`src/rtl/sys_cntr_rx_if.sv`:
```
// Byte-in / register-file + ALU control bundle of the receive-side system controller.
// master is the controller side, slave is the UART/register-file/ALU environment side.
interface sys_cntr_rx_if #(
  parameter int unsigned width      = 8,
  parameter int unsigned addr_width = 4
);
  logic [width-1:0]      Rx_Data;
  logic                  Rx_Data_valid;
  logic                  ALU_out_valid;
  logic [addr_width-1:0] Address;
  logic                  WrEn;
  logic [width-1:0]      WrData;
  logic                  RdEn;
  logic                  ALU_EN;
  logic [3:0]            ALU_FUN;
  logic                  CLK_GATE_EN;

  modport master (
    input  Rx_Data, Rx_Data_valid, ALU_out_valid,
    output Address, WrEn, WrData, RdEn, ALU_EN, ALU_FUN, CLK_GATE_EN
  );

  modport slave (
    output Rx_Data, Rx_Data_valid, ALU_out_valid,
    input  Address, WrEn, WrData, RdEn, ALU_EN, ALU_FUN, CLK_GATE_EN
  );
endinterface

```
`src/rtl/sys_cntr_rx.sv`:
```
// Receive-side system controller: decodes AA/BB/CC/DD command frames into register-file
// write/read strobes, ALU enable/function and the ALU clock-gate enable. All outputs registered.
module sys_cntr_rx #(
  parameter int unsigned width      = 8,
  parameter int unsigned addr_width = 4
) (
  input  logic              CLK,
  input  logic              Reset,
  sys_cntr_rx_if.master     bus
);

  localparam logic [width-1:0] CmdWr    = width'(8'hAA);
  localparam logic [width-1:0] CmdRd    = width'(8'hBB);
  localparam logic [width-1:0] CmdAluOp = width'(8'hCC);
  localparam logic [width-1:0] CmdAlu   = width'(8'hDD);

  typedef enum logic [2:0] {
    StIdle, StWrAddr, StWrData, StRdAddr, StOpA, StOpB, StAluFn, StAluWait
  } state_e;

  state_e                state_q;
  logic [addr_width-1:0] addr_q;

  always_ff @(posedge CLK or negedge Reset) begin
    if (!Reset) begin
      state_q         <= StIdle;
      addr_q          <= '0;
      bus.Address     <= '0;
      bus.WrEn        <= 1'b0;
      bus.WrData      <= '0;
      bus.RdEn        <= 1'b0;
      bus.ALU_EN      <= 1'b0;
      bus.ALU_FUN     <= '0;
      bus.CLK_GATE_EN <= 1'b0;
    end else begin
      bus.WrEn   <= 1'b0;
      bus.RdEn   <= 1'b0;
      bus.ALU_EN <= 1'b0;

      unique case (state_q)
        StIdle: begin
          if (bus.Rx_Data_valid) begin
            unique case (bus.Rx_Data)
              CmdWr: state_q <= StWrAddr;
              CmdRd: state_q <= StRdAddr;
              CmdAluOp: begin
                state_q         <= StOpA;
                bus.CLK_GATE_EN <= 1'b1;
              end
              CmdAlu: begin
                state_q         <= StAluFn;
                bus.CLK_GATE_EN <= 1'b1;
              end
              default: state_q <= StIdle;
            endcase
          end
        end
        // Address is staged so the visible Address only moves together with WrEn.
        StWrAddr: begin
          if (bus.Rx_Data_valid) begin
            addr_q  <= bus.Rx_Data[addr_width-1:0];
            state_q <= StWrData;
          end
        end
        StWrData: begin
          if (bus.Rx_Data_valid) begin
            bus.Address <= addr_q;
            bus.WrData  <= bus.Rx_Data;
            bus.WrEn    <= 1'b1;
            state_q     <= StIdle;
          end
        end
        StRdAddr: begin
          if (bus.Rx_Data_valid) begin
            bus.Address <= bus.Rx_Data[addr_width-1:0];
            bus.RdEn    <= 1'b1;
            state_q     <= StIdle;
          end
        end
        StOpA: begin
          if (bus.Rx_Data_valid) begin
            bus.Address <= addr_width'(0);
            bus.WrData  <= bus.Rx_Data;
            bus.WrEn    <= 1'b1;
            state_q     <= StOpB;
          end
        end
        StOpB: begin
          if (bus.Rx_Data_valid) begin
            bus.Address <= addr_width'(1);
            bus.WrData  <= bus.Rx_Data;
            bus.WrEn    <= 1'b1;
            state_q     <= StAluFn;
          end
        end
        StAluFn: begin
          if (bus.Rx_Data_valid) begin
            bus.ALU_FUN <= bus.Rx_Data[3:0];
            bus.ALU_EN  <= 1'b1;
            state_q     <= StAluWait;
          end
        end
        // Incoming bytes are dropped until the ALU reports its result.
        StAluWait: begin
          if (bus.ALU_out_valid) begin
            bus.CLK_GATE_EN <= 1'b0;
            state_q         <= StIdle;
          end
        end
        default: state_q <= StIdle;
      endcase
    end
  end

endmodule

```
`src/flat_wrapper.sv`:
```
// flat-port wrapper written by rule: the top's interface ports become plain ports
module sys_cntr_rx_flat 
#(
  parameter int unsigned width      = 8,
  parameter int unsigned addr_width = 4
)
  (CLK, Reset, bus_Rx_Data, bus_Rx_Data_valid, bus_ALU_out_valid, bus_Address, bus_WrEn, bus_WrData, bus_RdEn, bus_ALU_EN, bus_ALU_FUN, bus_CLK_GATE_EN);
  sys_cntr_rx_if #(.width(width), .addr_width(addr_width)) bus_i ();
  input  logic CLK;
  input  logic Reset;
  input wire logic [$bits(bus_i.Rx_Data)-1:0] bus_Rx_Data;
  input wire logic [$bits(bus_i.Rx_Data_valid)-1:0] bus_Rx_Data_valid;
  input wire logic [$bits(bus_i.ALU_out_valid)-1:0] bus_ALU_out_valid;
  output wire logic [$bits(bus_i.Address)-1:0] bus_Address;
  output wire logic [$bits(bus_i.WrEn)-1:0] bus_WrEn;
  output wire logic [$bits(bus_i.WrData)-1:0] bus_WrData;
  output wire logic [$bits(bus_i.RdEn)-1:0] bus_RdEn;
  output wire logic [$bits(bus_i.ALU_EN)-1:0] bus_ALU_EN;
  output wire logic [$bits(bus_i.ALU_FUN)-1:0] bus_ALU_FUN;
  output wire logic [$bits(bus_i.CLK_GATE_EN)-1:0] bus_CLK_GATE_EN;
  assign bus_i.Rx_Data = bus_Rx_Data;
  assign bus_i.Rx_Data_valid = bus_Rx_Data_valid;
  assign bus_i.ALU_out_valid = bus_ALU_out_valid;
  assign bus_Address = bus_i.Address;
  assign bus_WrEn = bus_i.WrEn;
  assign bus_WrData = bus_i.WrData;
  assign bus_RdEn = bus_i.RdEn;
  assign bus_ALU_EN = bus_i.ALU_EN;
  assign bus_ALU_FUN = bus_i.ALU_FUN;
  assign bus_CLK_GATE_EN = bus_i.CLK_GATE_EN;
  sys_cntr_rx #(.width(width), .addr_width(addr_width)) u_core (.CLK(CLK), .Reset(Reset), .bus(bus_i));
endmodule
```
`config.mk`:
```
export PLATFORM = sky130hd
export DESIGN_NAME = sys_cntr_rx_flat
export DESIGN_NICKNAME = d
export VERILOG_FILES = /design/src/rtl/sys_cntr_rx_if.sv /design/src/rtl/sys_cntr_rx.sv /design/src/flat_wrapper.sv
export SDC_FILE = /design/constraint.sdc
export NUM_CORES = 1
export LEC_CHECK = 0
export CORE_MARGIN = 10
export CORE_UTILIZATION = 40
export CTS_CLUSTER_SIZE = 25
export DETAILED_ROUTE_END_ITERATION = 10
export GPL_TIMING_DRIVEN = 0
export PLACE_DENSITY_LB_ADDON = 0.12
export SLEW_MARGIN = 0
export SYNTH_ARGS = -nofsm -noshare
export SYNTH_HDL_FRONTEND = slang
export SYNTH_SLANG_ARGS = --single-unit
export TNS_END_PERCENT = 10
```
`constraint.sdc`:
```
create_clock -name CLK -period 4.17 [get_ports CLK]
set_input_delay 0.834 -clock CLK [delete_from_list [all_inputs] [get_ports CLK]]
set_output_delay 0.834 -clock CLK [all_outputs]
set_load 0.03 [all_outputs]
```
==> impl_metrics.ini <==
[run_status]
status = finished, final reports clean

[route]
routed_via_density = 5.021
vias = 954
wl_per_cell_um = 15.82
drc = 0
wirelength_mm = 3.005
drtIter0Drc = 112
ant_nets = 0
first_pass_iters = 4

[pwr]
ir_drop_uv = 334.4
p_leak_nw = 0.7307
powerDensity_nw_per_um2 = 542.3

[finish]
layout-drive-gt1-share = 0.2260
insertedDiodeCount = 0
multi_input_area_um2 = 591.8
area_delta_synth_final_pct = 29.07
seq_area_um2 = 675.6
layout.cells.non_filler = 190
fillers = 288
nNetsFinal = 159

[timing]
period_minus_slack_ps = 2234
fmax_mhz = 447.6
slew_viol_final = 0
whs_ps = 496.9
worst_slew_pin_slew_ps = 602.3
fin_crit_sh = 0.5358
fin_ws_ps = 1936
rsz0062_at_grt = no
finClkSkew_ps = 5.351
hold_viol_final = 0
relSlewSlack = 0.5984
setup_tns_ps = 0
setup_viol = 0

[placed_design]
pre_cts_slack_ps = 1771
place.gp.congestion = 0.8380
dp_hpwl_mm = 2.241
portBuffers = 31
placedCellCount = 186

[clock_tree]
clkLatencyLatePin_ps = 320
cts_buffers = 3
cts.htree.levels = 1
clk_pin_slew_ps = 150
clock_sinks = 27
cts_tree = built
root_buffer = clkbuf_4
postCtsSetupBuffers = 0
clock_path_buffers = 2
ctsHoldBuffers = 0
cts_resized = 0

[worst_setup_path]
cp.arrival_ps = 1400
crit_fanout = 4
cp_top_family = buffers and inverters
cp_cell_sequence = clkdlybuf4s50_1
critical_path.endpoint_type = output pin
cp_slowest_cell = clkdlybuf4s50_1
max_stage_delay_ps = 680
required_ps = 3340
start_kind = flip-flop
crit_type = flip-flop to output pin
path_buf_inv = 1

[floorplanning]
rows = 20
chipHeight_um = 77.67
ios = 32
die_w_um = 77.67
dieArea_um2 = 6032
start_util = 0.4252
core_area_um2 = 3128

[synth]
synth_ff_type = dfrtp_1
synth_edf_count = 0
synth.top_cell.area_share = 0.5080
ys_warn_count = 0
netlist_instances = 111
synthTopCellsByArea = dfrtp_1, mux2_2, nand3_1, nand2_1, a21oi_1
syn_area_per_cell_um2 = 11.98
ys_seq_area_frac = 0.5080
synthesis.nets = 123
syn-cell-area_um2 = 1330
synth_cell_types = 35
yosys.area.top_type = dfrtp_1
ys_seq_elements = 27
async_flop_share = 1.000

[global_route]
track_usage = 0.1021
grt_overflow = 0
grt_first_pass_wirelength_mm = 5.140
grt_pass1_vias = 1054
grt_max_degree = 28
antenna_found_initial = 0

[hold_path]
hp-class = input port to async pin

[job]
cap_violations = 0
-- sequential cells by signal (all words and copies together), names as in the netlist, 3 cells and up --
| name | count |
|---|---|
| u_core.bus.Address | 4 |
| u_core.bus.WrData | 8 |
| u_core.bus.ALU_FUN | 4 |
| u_core.addr_q | 4 |
| u_core.state_q | 3 |
-- cell type report --
class	count	share of cell area
flip-flops and latches	27	0.3936
repair buffers	31	0.1778
plain buffers	7	0.03207
well taps	44	0.03207
clock buffers	4	0.01531
multi-input cells	75	0.3448
inverters	2	0.004373
-- metrics by stage --
| stage | power (W) | utilization | cell area, µm² |
|---|---|---|---|
| 3_3_place_gp | 0.0008217 | 0.5420 | 1695 |
| 2_1_floorplan | 0.0006460 | - | 1330 |
| 6_report | 0.0009310 | 0.5488 | 1717 |
| 4_1_cts | 0.0009473 | 0.5504 | 1722 |
| 3_5_place_dp | 0.0008314 | 0.5420 | 1695 |
| 5_1_grt | 0.0009873 | 0.5488 | 1717 |
-- path summary, 6_finish.rpt --
check / slack, ps / depth (start not counted) / endpoint / start
min: 500 / 1 / u_core.bus.CLK_GATE_EN / Reset
min reg2reg: 500 / 2 / u_core.bus.CLK_GATE_EN / u_core.bus.CLK_GATE_EN
min in group CLK: 500 / 2 / u_core.bus.CLK_GATE_EN / u_core.bus.CLK_GATE_EN
max: 1940 / 1 / bus_Address[0] / u_core.bus.Address[0]
max in group asynchronous: 3280 / 1 / u_core.bus.Address[1] / Reset
max reg2reg: 2690 / 4 / u_core.addr_q[3] / u_core.state_q[2]
-- Yosys cell counts (2+ instances only) --
master,count
a21oi_1,5
a31oi_1,4
and2_1,3
and3b_1,2
buf_4,3
buf_6,2
dfrtp_1,27
inv_1,2
mux2_2,16
nand2_1,8
nand2b_1,2
nand3_1,7
nand4_1,4
nor2_1,2
nor4bb_1,2
o21ai_0,3
-- report_power, final --
group / leakage, nW / total, W / internal, W / switching, W
Combinational: 0.380 / 0.000439 / 0.000201 / 0.000237
Clock: 0.0150 / 0.000113 / 0.0000374 / 0.0000756
Sequential: 0.335 / 0.000380 / 0.000340 / 0.0000397
-- routing by layer --
metal  track usage  part of all wire  up-vias
met5             0                 0        -
met4       0.02737            0.0067        0
met3       0.02995             0.057        2
met2        0.1716              0.47       24
met1        0.1237              0.46      460
li1              -                 -      468
-- cell families after synthesis --
group,synth area share
xor gates and xnor gates,0.01317
DFF,0.5080
muxes,0.1430
AOI/OAI and AO/OA,0.08467
buffers and inverters,0.04703
and+or+nand+nor,0.2041
-- cells in the final DEF (no fill, tap or decap), types with 3 or more instances in the layout --
cell / instances
mux2_2: 16
nand3_1: 7
a21oi_1: 5
dfrtp_1: 27
clkbuf_4: 3
o21ai_0: 3
a31oi_1: 4
buf_4: 3
and2_1: 3
clkdlybuf4s50_1: 30
nand4_1: 4
nand2_1: 8
No activity file was read; power rests on OpenSTA's default activity.
